--- src/rtl/seq_det_ctrl.sv ---
// Programmable Mealy serial pattern detector, sequenced over a bounded window of valid bits.
// A host starts a session with a latched pattern config and receives a done pulse plus a match count.
module seq_det_ctrl #(
  parameter int unsigned PAT_W = 8,
  parameter int unsigned CNT_W = 8
) (
  input  logic             clk,
  input  logic             rst,
  input  logic             start,
  input  logic [PAT_W-1:0] cfg_pat,
  input  logic [3:0]       cfg_len,
  input  logic             cfg_ovl,
  input  logic [CNT_W-1:0] cfg_win,
  input  logic             in_valid,
  input  logic             in_seq,
  output logic             det_out,
  output logic             busy,
  output logic             done,
  output logic [CNT_W-1:0] match_cnt
);

  localparam int unsigned FILL_W = $clog2(PAT_W + 1);
  localparam int unsigned WIN_W  = PAT_W + 1;

  typedef enum logic [1:0] {
    S_IDLE = 2'd0,
    S_RUN  = 2'd1,
    S_DONE = 2'd2
  } state_t;

  state_t             state_q, state_nxt;
  logic [PAT_W-1:0]   pat_q, pat_nxt;
  logic [3:0]         len_q, len_nxt;
  logic               ovl_q, ovl_nxt;
  logic [CNT_W-1:0]   win_q, win_nxt;
  logic [PAT_W-1:0]   hist_q, hist_nxt;
  logic [FILL_W-1:0]  fill_q, fill_nxt;
  logic [CNT_W-1:0]   bit_cnt_q, bit_cnt_nxt;
  logic [CNT_W-1:0]   match_cnt_q, match_cnt_nxt;
  logic               busy_q, busy_nxt;
  logic               done_q, done_nxt;

  logic               cfg_bad_c;
  logic [WIN_W-1:0]   win_bits_c;
  logic [WIN_W-1:0]   mask_c;
  logic               hit_c;
  logic               det_c;

  // Match compare over the newest len bits, including the bit arriving this cycle
  always_comb begin
    cfg_bad_c  = (cfg_len == 4'd0) || (32'(cfg_len) > PAT_W) || (cfg_win == '0);
    win_bits_c = {hist_q, in_seq};
    mask_c     = WIN_W'((32'd1 << len_q) - 32'd1);
    hit_c      = ((32'(fill_q) + 32'd1) >= 32'(len_q)) &&
                 (((win_bits_c ^ {1'b0, pat_q}) & mask_c) == '0);
    det_c      = (state_q == S_RUN) && in_valid && hit_c;
  end

  // Next-state and datapath update
  always_comb begin
    state_nxt     = state_q;
    pat_nxt       = pat_q;
    len_nxt       = len_q;
    ovl_nxt       = ovl_q;
    win_nxt       = win_q;
    hist_nxt      = hist_q;
    fill_nxt      = fill_q;
    bit_cnt_nxt   = bit_cnt_q;
    match_cnt_nxt = match_cnt_q;

    case (state_q)
      S_IDLE: begin
        if (start) begin
          pat_nxt       = cfg_pat;
          len_nxt       = cfg_len;
          ovl_nxt       = cfg_ovl;
          win_nxt       = cfg_win;
          hist_nxt      = '0;
          fill_nxt      = '0;
          bit_cnt_nxt   = '0;
          match_cnt_nxt = '0;
          state_nxt     = cfg_bad_c ? S_DONE : S_RUN;
        end
      end
      S_RUN: begin
        if (in_valid) begin
          hist_nxt    = {hist_q[PAT_W-2:0], in_seq};
          bit_cnt_nxt = bit_cnt_q + CNT_W'(1);
          if (hit_c && !ovl_q) begin
            fill_nxt = '0;
          end else if (fill_q != FILL_W'(PAT_W)) begin
            fill_nxt = fill_q + FILL_W'(1);
          end
          if (hit_c && (match_cnt_q != '1)) begin
            match_cnt_nxt = match_cnt_q + CNT_W'(1);
          end
          if ((bit_cnt_q + CNT_W'(1)) == win_q) begin
            state_nxt = S_DONE;
          end
        end
      end
      S_DONE:  state_nxt = S_IDLE;
      default: state_nxt = S_IDLE;
    endcase

    busy_nxt = (state_nxt == S_RUN);
    done_nxt = (state_nxt == S_DONE);
  end

  always_ff @(posedge clk or negedge rst) begin
    if (!rst) begin
      state_q <= S_IDLE;
    end else begin
      state_q <= state_nxt;
    end
  end

  always_ff @(posedge clk or negedge rst) begin
    if (!rst) begin
      pat_q       <= '0;
      len_q       <= '0;
      ovl_q       <= 1'b0;
      win_q       <= '0;
      hist_q      <= '0;
      fill_q      <= '0;
      bit_cnt_q   <= '0;
      match_cnt_q <= '0;
      busy_q      <= 1'b0;
      done_q      <= 1'b0;
    end else begin
      pat_q       <= pat_nxt;
      len_q       <= len_nxt;
      ovl_q       <= ovl_nxt;
      win_q       <= win_nxt;
      hist_q      <= hist_nxt;
      fill_q      <= fill_nxt;
      bit_cnt_q   <= bit_cnt_nxt;
      match_cnt_q <= match_cnt_nxt;
      busy_q      <= busy_nxt;
      done_q      <= done_nxt;
    end
  end

  assign det_out   = det_c;
  assign busy      = busy_q;
  assign done      = done_q;
  assign match_cnt = match_cnt_q;

endmodule

--- config.mk ---
export PLATFORM = sky130hd
export DESIGN_NAME = seq_det_ctrl
export DESIGN_NICKNAME = d
export VERILOG_FILES = /design/src/rtl/seq_det_ctrl.sv
export SDC_FILE = /design/constraint.sdc
export NUM_CORES = 1
export LEC_CHECK = 0
export ABC_AREA = 1
export BUFFER_PORTS_ARGS = -buffer_cell sky130_fd_sc_hd__clkbuf_2
export CORE_MARGIN = 2
export CORE_UTILIZATION = 30
export CTS_CLUSTER_SIZE = 24
export DETAILED_ROUTE_END_ITERATION = 8
export GPL_TIMING_DRIVEN = 0
export PLACE_DENSITY = 0.58
export REMOVE_ABC_BUFFERS = 1
export SYNTH_ARGS = -nofsm -noshare
export SYNTH_HDL_FRONTEND = slang
export SYNTH_SLANG_ARGS = --single-unit
--- constraint.sdc ---
create_clock -name clk -period 3.98 [get_ports clk]
set_input_delay 0.796 -clock clk [delete_from_list [all_inputs] [get_ports clk]]
set_output_delay 0.796 -clock clk [all_outputs]
set_load 0.02 [all_outputs]
==> impl_metrics.env <==
export IMPL_synthToLayoutAreaGrowth_pct=14.5
export IMPL_start_kind="flip-flop"
export IMPL_critPathKind="flip-flop to output pin"
export IMPL_maxCapViolations=0
export IMPL_overflow=0
export IMPL_hpwl_um=4720
export IMPL_cts_resized=0
export IMPL_final_util_pct=35.3
export IMPL_ant_nets=0
export IMPL_coreArea_um2=9770
export IMPL_cts_tree="built"
export IMPL_port_buffers=36
export IMPL_synthFlopType="dfrtp_1"
export IMPL_rsz0062_at_grt="no"
export IMPL_synth_edf_count=0
export IMPL_worst_ep_arrival_time_ps=2880
export IMPL_clockBufferDepth=2
export IMPL_die_x_um=104
export IMPL_hold_class="input port to async pin"
export IMPL_avgSynthCellArea_um2=7.63
export IMPL_synthCells=395
export IMPL_viasPerCell=4.43
export IMPL_power_density_nw_per_um2=754
export IMPL_ioPinCount=37
export IMPL_firstDrtPassIters=4
export IMPL_setup_viol=0
export IMPL_first_iter_violations=131
export IMPL_yosysWarnings=0
export IMPL_setup_tns_ps=0
export IMPL_cp_required_ps=3180
export IMPL_drive_above_1_share_pct=14.6
export IMPL_worst_pin_slew_ps=865
export IMPL_die_h_um=104
export IMPL_slew_headroom_pct=42.2
export IMPL_syn_cell_area_um2=3010
export IMPL_gp_congestion=0.781
export IMPL_drc=0
export IMPL_drt_wl_total_um=6480
export IMPL_slew_viol_final=0
export IMPL_clk_latency_ps=310
export IMPL_synth_top_area_share_pct=44.0
export IMPL_peakVddDrop_uv=290
export IMPL_clk_pin_slew_ps=110
export IMPL_status="completed"
export IMPL_dieArea_um2=10900
export IMPL_cts_root_buf="clkbuf_8"
export IMPL_rows=36
export IMPL_initial_core_util_pct=30.8
export IMPL_synth_async_reset_ratio_pct=100
export IMPL_hold_buffers=0
export IMPL_grt_usage_pct=12.3
export IMPL_synth_top_cell_by_area="dfrtp_1"
export IMPL_fin_hold_ws_ps=401
export IMPL_cts_setup_buffers=0
export IMPL_antenna_cells=0
export IMPL_synth_area_leaders="dfrtp_1 44%, nand2_1 14%, inv_1 6.4%"
export IMPL_grt_pass1_wl_um=11100
export IMPL_worst_slack_ps=300
export IMPL_cts_sinks=53
export IMPL_fin_crit_ps=3680
export IMPL_skew_ps=13.5
export IMPL_synth_seq_cells=53
export IMPL_vias=2503
export IMPL_h_tree_depth=2
export IMPL_cp_max_fo=12
export IMPL_finalCritPeriodShare_pct=92.5
export IMPL_synth_common_cells="115 x nand2_1, 53 x dfrtp_1, 51 x inv_1, 37 x nand3_1, 33 x nor2_1"
export IMPL_antenna_found_initial=0
export IMPL_grt_max_degree=54
export IMPL_place_ws_ps=562
export IMPL_ys_seq_area_share_pct=44.0
export IMPL_max_freq_mhz=272
export IMPL_hold_viol=0
export IMPL_ys_types=29
export IMPL_final_nets=466
export IMPL_p_leak_nw=1.83
export IMPL_grt_pass1_vias=2494
export IMPL_synthMostInstantiatedCell="nand2_1"
export IMPL_cts_made_buffers=5
export IMPL_wire_per_inst_um=11.5
export IMPL_cp_end_kind="output pin"
==> path summary, 6_finish.rpt <==
kind	start	to	slack, ps	cells after the start
max in group asynchronous	rst	len_q[0]$_DFFE_PN0P_	3040	2
setup reg to reg	state_q[1]$_DFF_PN0_	fill_q[1]$_DFFE_PN0P_	1130	8
setup / recovery	state_q[1]$_DFF_PN0_	det_out	300	6
hold / removal	rst	bit_cnt_q[6]$_DFFE_PN0P_	400	1
min in group clk	pat_q[4]$_DFFE_PN0P_	pat_q[4]$_DFFE_PN0P_	510	2
hold reg to reg	pat_q[4]$_DFFE_PN0P_	pat_q[4]$_DFFE_PN0P_	510	2
==> layer usage <==
layer | global-route usage [%] | up-vias | wire length, um
li1 | - | 1318 | -
met1 | 16.1 | 1138 | 3220
met2 | 20.8 | 40 | 2990
met3 | 2.38 | 7 | 201
met4 | 3.09 | 0 | 73
met5 | 0 | - | 0
==> registers in the layout, indices dropped and copies added, names as in the netlist <==
register   cells
bit_cnt_q      8
hist_q         8
match_cnt      8
pat_q          8
win_q          8
fill_q         4
len_q          4
state_q        2
busy           1
done           1
ovl_q          1
==> power by group <==
group	leakage, nW	switching, mW	internal (mW)	total, mW
Combinational	1.09	0.793	0.477	1.27
Sequential	0.677	0.201	0.751	0.952
Clock	0.0585	0.191	0.189	0.380
==> worst max-delay path, stage by stage (launching register included) <==
cell and delay [ps]:
dfrtp_1 400, nor2_2 570, clkinv_1 530, nor2_2 280
clkinv_1 340, nor2_1 260, clkbuf_2 200
==> cells in the final DEF, fill, tap and decap left out, types with 2 or more instances in the layout <==
cell type    n
xor2_1      15
ha_1         9
nand2_2      4
clkbuf_2    35
o22ai_1      6
nand2_1    115
nand4_1      9
xnor2_1      7
a21oi_1      3
o21ai_0     18
nor2_4       2
nor2_1      33
clkinv_1     2
o21ai_1      3
inv_2        3
nor2_2       5
nor3_1       4
o31ai_1      3
nand3_1     37
clkbuf_8     5
dfrtp_1     53
inv_1       51
==> stage by stage <==
step	std cells	area (um2)	power, mW
after floorplan	387	2970	1.92
after global placement	556	3320	2.20
final	565	3450	2.60
after global routing	565	3450	2.86
after CTS	564	3430	2.62
after detailed placement	556	3320	2.24
==> final cells by class <==
| class | count | area (um2) |
|---|---|---|
| clock buffer | 5 | 68.8 |
| clock inverter | 3 | 43.8 |
| fill | 1031 | 6320 |
| inverter | 56 | 210 |
| multi-input combinational | 278 | 1440 |
| sequential | 53 | 1330 |
| tap | 133 | 166 |
| timing repair buffer | 37 | 200 |
==> cell families after synthesis <==
logic type | Yosys count | share of synthesized area [%]
fa+ha+maj | 9 | 3.74
compound gates | 35 | 6.81
simple gates | 212 | 30.7
xor+xnor | 22 | 6.39
flops | 53 | 44.0
buf+inv | 64 | 8.39
Power figures use the tool's default switching activity.
